**config.mk**
```make
export PLATFORM = sky130hd
export DESIGN_NAME = duck_flight_ctl
export DESIGN_NICKNAME = d
export VERILOG_FILES = /design/src/rtl/duck_flight_ctl.sv
export SDC_FILE = /design/constraint.sdc
export NUM_CORES = 1
export LEC_CHECK = 0
export ABC_CLOCK_PERIOD_IN_PS = 9600
export BUFFER_PORTS_ARGS = -buffer_cell sky130_fd_sc_hd__buf_2
export CORE_MARGIN = 3
export CORE_UTILIZATION = 37
export CTS_CLUSTER_SIZE = 14
export DETAILED_ROUTE_END_ITERATION = 10
export RECOVER_POWER = 25
export SLEW_MARGIN = 10
export SYNTH_ARGS = -nofsm -noshare
export SYNTH_HDL_FRONTEND = slang
export SYNTH_SLANG_ARGS = --single-unit
```
**constraint.sdc**
```tcl
create_clock -name clk -period 9.6 [get_ports clk]
set_input_delay 0 -clock clk [delete_from_list [all_inputs] [get_ports clk]]
set_output_delay 0 -clock clk [all_outputs]
set_load 0.01 [all_outputs]
```
**src/rtl/duck_flight_ctl.sv**
```systemverilog
// duck_flight_ctl: launches one duck, flies it in Q12.24 with edge bounces,
// and ends the round by shot (freeze, fall) or timeout (climb off the top).
// Ports: clk, rst (sync, high); start, hit in; xpos/ypos (12b px),
// duck_active, dog_enable (1-clk round-end pulse), result_hit out.
// Option: define DUCK_LFSR_EN for an 8-bit LFSR launch x and direction.
module duck_flight_ctl #(
  parameter int unsigned X_MIN      = 16,
  parameter int unsigned X_MAX      = 960,
  parameter int unsigned Y_TOP      = 16,
  parameter int unsigned Y_LOW      = 400,
  parameter int unsigned Y_GROUND   = 480,
  parameter int unsigned X_START    = 300,
  parameter logic [35:0] FLY_STEP   = 36'd60,
  parameter logic [35:0] FALL_STEP  = 36'd120,
  parameter logic [31:0] HIT_CYCLES = 32'd32_500_000,
  parameter logic [31:0] FLY_CYCLES = 32'd390_000_000
) (
  input  logic        clk,
  input  logic        rst,
  input  logic        start,
  input  logic        hit,
  output logic [11:0] xpos,
  output logic [11:0] ypos,
  output logic        duck_active,
  output logic        dog_enable,
  output logic        result_hit
);

  typedef enum logic [2:0] {
    S_IDLE, S_FLY, S_HIT, S_FALL, S_ESC, S_DONE
  } state_t;

  localparam logic [35:0] X_RST = {12'd200, 24'd0};
  localparam logic [35:0] Y_OFF = {12'd700, 24'd0};
  localparam logic [35:0] Y_GND = {12'(Y_GROUND), 24'd0};

  state_t      state, state_n;
  logic [35:0] x_acc, x_n;
  logic [35:0] y_acc, y_n;
  logic        dx, dx_n;
  logic        dy, dy_n;
  logic [31:0] cnt, cnt_n;
  logic        res_n;
  logic [11:0] x_int, y_int;
  logic [11:0] launch_x;
  logic        launch_dx;

  assign x_int = x_acc[35:24];
  assign y_int = y_acc[35:24];

`ifdef DUCK_LFSR_EN
  logic [7:0] lfsr;

  always_ff @(posedge clk) begin
    if (rst) begin
      lfsr <= 8'hA5;
    end else begin
      lfsr <= {lfsr[6:0], lfsr[7] ^ lfsr[5] ^ lfsr[4] ^ lfsr[3]};
    end
  end

  assign launch_x  = 12'd100 + {3'b000, lfsr, 1'b0};
  assign launch_dx = lfsr[0];
`else
  assign launch_x  = 12'(X_START);
  assign launch_dx = 1'b0;
`endif

  always_comb begin
    state_n = state;
    x_n     = x_acc;
    y_n     = y_acc;
    dx_n    = dx;
    dy_n    = dy;
    cnt_n   = cnt;
    res_n   = result_hit;
    unique case (state)
      S_IDLE: begin
        y_n = Y_OFF;
        if (start) begin
          x_n     = {launch_x, 24'd0};
          y_n     = Y_GND;
          dx_n    = launch_dx;
          dy_n    = 1'b1;
          cnt_n   = '0;
          res_n   = 1'b0;
          state_n = S_FLY;
        end
      end
      S_FLY: begin
        x_n   = dx ? x_acc + FLY_STEP : x_acc - FLY_STEP;
        y_n   = dy ? y_acc - FLY_STEP : y_acc + FLY_STEP;
        cnt_n = cnt + 32'd1;
        // Flags flip from the pre-step position; the new
        // direction applies from the next step on.
        if (dx && x_int >= 12'(X_MAX)) dx_n = 1'b0;
        if (!dx && x_int <= 12'(X_MIN)) dx_n = 1'b1;
        if (dy && y_int <= 12'(Y_TOP)) dy_n = 1'b0;
        if (!dy && y_int >= 12'(Y_LOW)) dy_n = 1'b1;
        if (hit) begin
          cnt_n   = '0;
          state_n = S_HIT;
        end else if (cnt == FLY_CYCLES - 32'd1) begin
          cnt_n   = '0;
          state_n = S_ESC;
        end
      end
      S_HIT: begin
        cnt_n = cnt + 32'd1;
        if (cnt == HIT_CYCLES - 32'd1) state_n = S_FALL;
      end
      S_FALL: begin
        if (y_int >= 12'(Y_GROUND)) begin
          y_n     = Y_GND;
          res_n   = 1'b1;
          state_n = S_DONE;
        end else begin
          y_n = y_acc + FALL_STEP;
        end
      end
      S_ESC: begin
        if (y_int <= 12'(Y_TOP)) begin
          res_n   = 1'b0;
          state_n = S_DONE;
        end else begin
          y_n = y_acc - FALL_STEP;
        end
      end
      S_DONE: state_n = S_IDLE;
      default: state_n = S_IDLE;
    endcase
  end

  always_ff @(posedge clk) begin
    if (rst) begin
      state      <= S_IDLE;
      x_acc      <= X_RST;
      y_acc      <= Y_OFF;
      dx         <= 1'b0;
      dy         <= 1'b1;
      cnt        <= '0;
      result_hit <= 1'b0;
      xpos       <= 12'd200;
      ypos       <= 12'd700;
    end else begin
      state      <= state_n;
      x_acc      <= x_n;
      y_acc      <= y_n;
      dx         <= dx_n;
      dy         <= dy_n;
      cnt        <= cnt_n;
      result_hit <= res_n;
      xpos       <= x_int;
      ypos       <= y_int;
    end
  end

  assign duck_active = (state != S_IDLE);
  assign dog_enable  = (state == S_DONE);

endmodule

```
======== After elaboration in Yosys (flattened, before gate mapping) ========
Cells that the tools add are included.
operators by class
  multiplexer cells ....................... 30
  $add $sub $neg .......................... 7
  eq/ne operators ......................... 15
  order comparisons ....................... 5
  reductions and logical operators ........ 19
operators with widths
  operator               count
  $mux 36                5
  $pmux 36 s4            1
  $mux 32                3
  $pmux 32 s3            1
  $add 36x6->36 const B  2
  $pmux 36 s2            1
  $sub 36x6->36 const B  2
  $add 36x7->36 const B  1
  $sub 36x7->36 const B  1
  $mux 34                1
  $add 32x1->32 const B  1
  $eq 32x25->1 const B   1
  $eq 32x29->1 const B   1
  $ge 12x9->1 const B    2
  $le 12x5->1 const B    2
  $mux 3                 6
  $pmux 3 s5             1
  $ge 12x10->1 const B   1
  $ne 2x2->1 const B     5
  $ne 3x3->1 const B     3
  $reduce_bool 3->1      3
  $mux 1                 8
  $eq 3x2->1 const B     2
  $eq 3x3->1 const B     2
  other kinds (12)       20
word-level totals
  output and inout bits ................... 27
  input bits .............................. 4
  word-level logic and storage cells ...... 85
  register bits ........................... 134

======== Longest topological paths before layout ========
  depth after elaboration ................. 5
  gate-level depth with buffers ........... 12

======== Worst setup path before layout ========
OpenSTA, ideal clock, no wires.
  kind .................................... reg-to-reg
  from .................................... reg dy
  to ...................................... reg y_acc[35]
  period minus slack after synthesis ...... 3.473 ns
  cell stages (with the launch flop) ...... 13
  data arrival time ....................... 3.344 ns
  slack ................................... 6.127 ns
  library setup time ...................... 0.130 ns
  buffers on the path ..................... 0
  cell sequence ........................... dfxtp_1 inv_1 ha_1 a211oi_2 nor3_1 o31ai_4 a31oi_2 a31oi_1 o211ai_1 a221oi_2 xnor2_1 mux2i_1 o21ai_0
on the way
  word-level cells in the longest chain between the ends .. 2
ends and longest elaborated chain
  item                    line  RTL
  from (decl)             41    logic dy, dy_n;
  from (signal assigned)  150   dy <= dy_n;
  $mux 36                 92    y_n = dy ? y_acc - FLY_STEP : y_acc + FLY_STEP;
  $pmux 36 s4             77    unique case (state)
  to (signal assigned)    148   y_acc <= y_n;
  to (decl)               39    logic [35:0] y_acc, y_n;
No other way between the ends.
A chain may end at the register's enable or synchronous reset.

==> results.py <==
metrics = {
    "placed_design": {
        "gp_routability_congestion": 0.845,
        "placement.io_buffers": 30,
        "dp.final_hpwl_um": 19000,
        "placedInstanceArea_um2": 10200,
        "placedCellCount": 1582,
    },
    "cts": {
        "ctsLongestPathBuffers": 2,
        "cts-htree-levels": 4,
        "numCtsBuffers": 17,
        "cts_resized": 0,
        "cts_sinks": 130,
        "holdBufCountCts": 0,
        "clk_transition_reported_paths_ps": 60,
        "number_of_buffers_inserted_by_post_cts_setup_repair": 0,
        "clock_latency_ps": 430,
        "cts-root-buf": "sky130_fd_sc_hd__clkbuf_16",
        "cts_tree": "done",
    },
    "routing": {
        "dr_vias_cell": 5.86,
        "wl_per_cell_um": 17.0,
        "route.vias.total": 9459,
        "drt_first_pass_iters": 5,
        "drt_iter0_drc": 628,
        "postRouteAntennaNets": 0,
        "route.final.wire_length_um": 27500,
        "post-route-drc-count": 0,
    },
    "logic_synthesis": {
        "netlist_area_um2": 9800,
        "yosys_most_used_dff": "sky130_fd_sc_hd__dfxtp_1",
        "synth.lib_cells_used.distinct": 83,
        "synth.net_count": 1352,
        "postSynthCellCount": 1279,
        "ys_seq_area_share_pct": 26.5,
        "synth_seq_cells": 130,
        "postSynthAreaPerCell_um2": 7.67,
        "synth_warnings": 0,
        "synth_edf_count": 0,
        "async_sr_flop_fraction_pct": 0,
    },
    "min_path": {
        "hold_path_startpoint": "hit",
        "min_path_cells": 5,
        "hold_path.class": "input pin to register",
        "min_to": "state[1]",
    },
    "floorplanning": {
        "overall_die_width_um": 169,
        "rows": 58,
        "die_h_um": 169,
        "start_util_pct": 38.3,
        "floorplan.io_pins": 31,
        "fp.dieArea_um2": 28500,
        "core_um2": 25600,
    },
    "layout": {
        "regArea_um2": 2600,
        "layout.cells.non_filler": 1615,
        "utilization_pct": 41.8,
        "nNetsFinal": 1344,
        "multiInputGateArea_um2": 6840,
        "syn_to_final_growth_pct": 9.32,
        "final.fill_count": 2635,
        "final_area_um2": 10700,
        "final_layout_size_suffix_gt1_share_pct": 6.46,
    },
    "sta": {
        "worst-slew-pin-transition_ps": 3570,
        "timing.final.max_slew_violations": 78,
        "hold_fails_final_rpt": 0,
        "fin_crit_ps": 4180,
        "report.final.setup_viol": 0,
        "timing.clock.skew_ps": 12.6,
        "period_share_pct": 43.5,
        "worst_hold_slack_ps": 43.9,
        "maxClockFrequency_mhz": 239,
        "grt_setup_unrepaired": "false",
        "setup_total_negative_slack_ps": 0,
        "relSlewSlack_pct": -138,
    },
    "setup_path": {
        "regToRegSetupSlack_ps": 5810,
        "worst_ep_arrival_time_ps": 4490,
        "r2r_end": "y_acc[32]",
        "cp_data_required_time_ps": 9910,
        "setup.worst_path.end_class": "register",
        "regToRegStartpoint": "dy",
        "worstSetupStartpoint": "rst",
        "timing_worst_setup_path_type": "input pin to register",
        "reg2reg_depth": 13,
        "timing.critical_path.fanout_max": 77,
        "timing.critical_path.from_type": "input pin",
    },
    "pwr": {
        "total_leakage_power_uw": 0.00418,
        "ir_drop_worst_case_vdd_uv": 193,
        "p_per_area_nw_per_um2": 350,
    },
    "job": {
        "drv.max_cap_violation_count": 1,
    },
    "global_route": {
        "grt_start_max_net_pins": 78,
        "grt_first_pass_wirelength_um": 45500,
        "groute.usage.overall_pct": 19.2,
        "grt_overflow": 0,
        "antenna_violations_before_repair": 0,
        "number_of_global_route_vias_before_repair": 9028,
    },
    "run_status": {
        "outcome": "finished, violations left",
        "violations": "max-capacitance violations, max-slew violations",
    },
}
[power breakdown]
group / internal, uW / switching (uW) / leakage (uW)
clock: 344 / 296 / 0.000277
combinational: 947 / 1350 / 0.00284
sequential: 649 / 174 / 0.00106
[cell usage in the layout, fill, tap and decap left out, types with 12 or more instances in the layout]
cell                          n
sky130_fd_sc_hd__a211oi_1    18
sky130_fd_sc_hd__a21o_1      45
sky130_fd_sc_hd__a21oi_1    110
sky130_fd_sc_hd__a22oi_1     22
sky130_fd_sc_hd__a31oi_1     16
sky130_fd_sc_hd__and2_1      13
sky130_fd_sc_hd__and3_1      20
sky130_fd_sc_hd__clkbuf_1    22
sky130_fd_sc_hd__clkbuf_16   17
sky130_fd_sc_hd__dfxtp_1    130
sky130_fd_sc_hd__ha_1        67
sky130_fd_sc_hd__inv_1       21
sky130_fd_sc_hd__nand2_1    105
sky130_fd_sc_hd__nand2b_1    16
sky130_fd_sc_hd__nand3_1     44
sky130_fd_sc_hd__nand4_1     18
sky130_fd_sc_hd__nor2_1     134
sky130_fd_sc_hd__nor2b_1     24
sky130_fd_sc_hd__nor3_1      33
sky130_fd_sc_hd__o21ai_0     83
sky130_fd_sc_hd__o21bai_1    12
sky130_fd_sc_hd__or2_2       13
sky130_fd_sc_hd__xnor2_1     43
sky130_fd_sc_hd__xor2_1      41
[synthesized netlist by cell type, types with 22 or more instances]
cell                       instances  share of area (%)
sky130_fd_sc_hd__a21oi_1         110                5.6
sky130_fd_sc_hd__nor2_1          136                5.2
sky130_fd_sc_hd__o21ai_0          83                4.2
sky130_fd_sc_hd__nand2_1         105                4.0
sky130_fd_sc_hd__nor2b_1          24                1.5
sky130_fd_sc_hd__xnor2_1          43                3.8
sky130_fd_sc_hd__ha_1             67                8.6
sky130_fd_sc_hd__nand3_1          44                2.2
sky130_fd_sc_hd__nor3_1           33                1.7
sky130_fd_sc_hd__dfxtp_1         130                 27
sky130_fd_sc_hd__a22oi_1          22                1.7
sky130_fd_sc_hd__a21o_1           45                3.4
sky130_fd_sc_hd__clkbuf_1         56                2.1
sky130_fd_sc_hd__xor2_1           41                3.7
[worst max-delay path by stage]
stage / endpoint / slack, ps
after floorplan: y_acc[35] / 6130
after global placement: y_acc[35] / 5980
after detailed placement: y_acc[28] / 5890
after CTS: y_acc[35] / 5830
after global routing: y_acc[22] / 4940
final: y_acc[22] / 5420
[flip-flops by register name (all words and copies together), names as in the netlist]
name,cells
ypos,12
result_hit,1
xpos,12
dy,1
state,3
cnt,32
dx,1
y_acc,34
x_acc,34
[through the flow]
stage,setup slack [ps],total power [uW]
3_5_place_dp,5890,3090
4_1_cts,5830,3760
6_report,5420,3760
2_1_floorplan,6130,2590
5_1_grt,4940,4080
3_3_place_gp,5980,3090
[logic make-up after synthesis]
family                     synth area share, %
and+or+nand+nor                           24.4
xor gates and xnor gates                  7.50
AOI/OAI and AO/OA                         28.6
buffers and inverters                     3.74
muxes                                    0.306
DFF                                       26.5
adders and majority gates                 8.96
[layer usage]
metal	share of wire [%]	GRT usage, %	up-vias
li1	-	-	4746
met1	47	25.4	4430
met2	47	31.5	232
met3	4.1	3.20	51
met4	2.6	7.04	0
met5	0	0	-
[area by class of cell]
| type | instances | share of cell area, % |
|---|---|---|
| antenna | 1 | 0.0233 |
| clock buffer | 17 | 3.97 |
| clock inverter | 15 | 1.35 |
| inverter | 21 | 0.735 |
| multi-input combinational | 1059 | 63.8 |
| sequential | 130 | 24.3 |
| tap | 330 | 3.85 |
| timing repair buffer | 42 | 1.96 |
[critical path, cell delays in order]
cell	delay (ps)
sky130_fd_sc_hd__clkbuf_1	180
sky130_fd_sc_hd__clkbuf_1	2530
sky130_fd_sc_hd__nor2_1	1110
sky130_fd_sc_hd__a221o_1	610
Note: power is estimated with default switching activity, not from simulation.
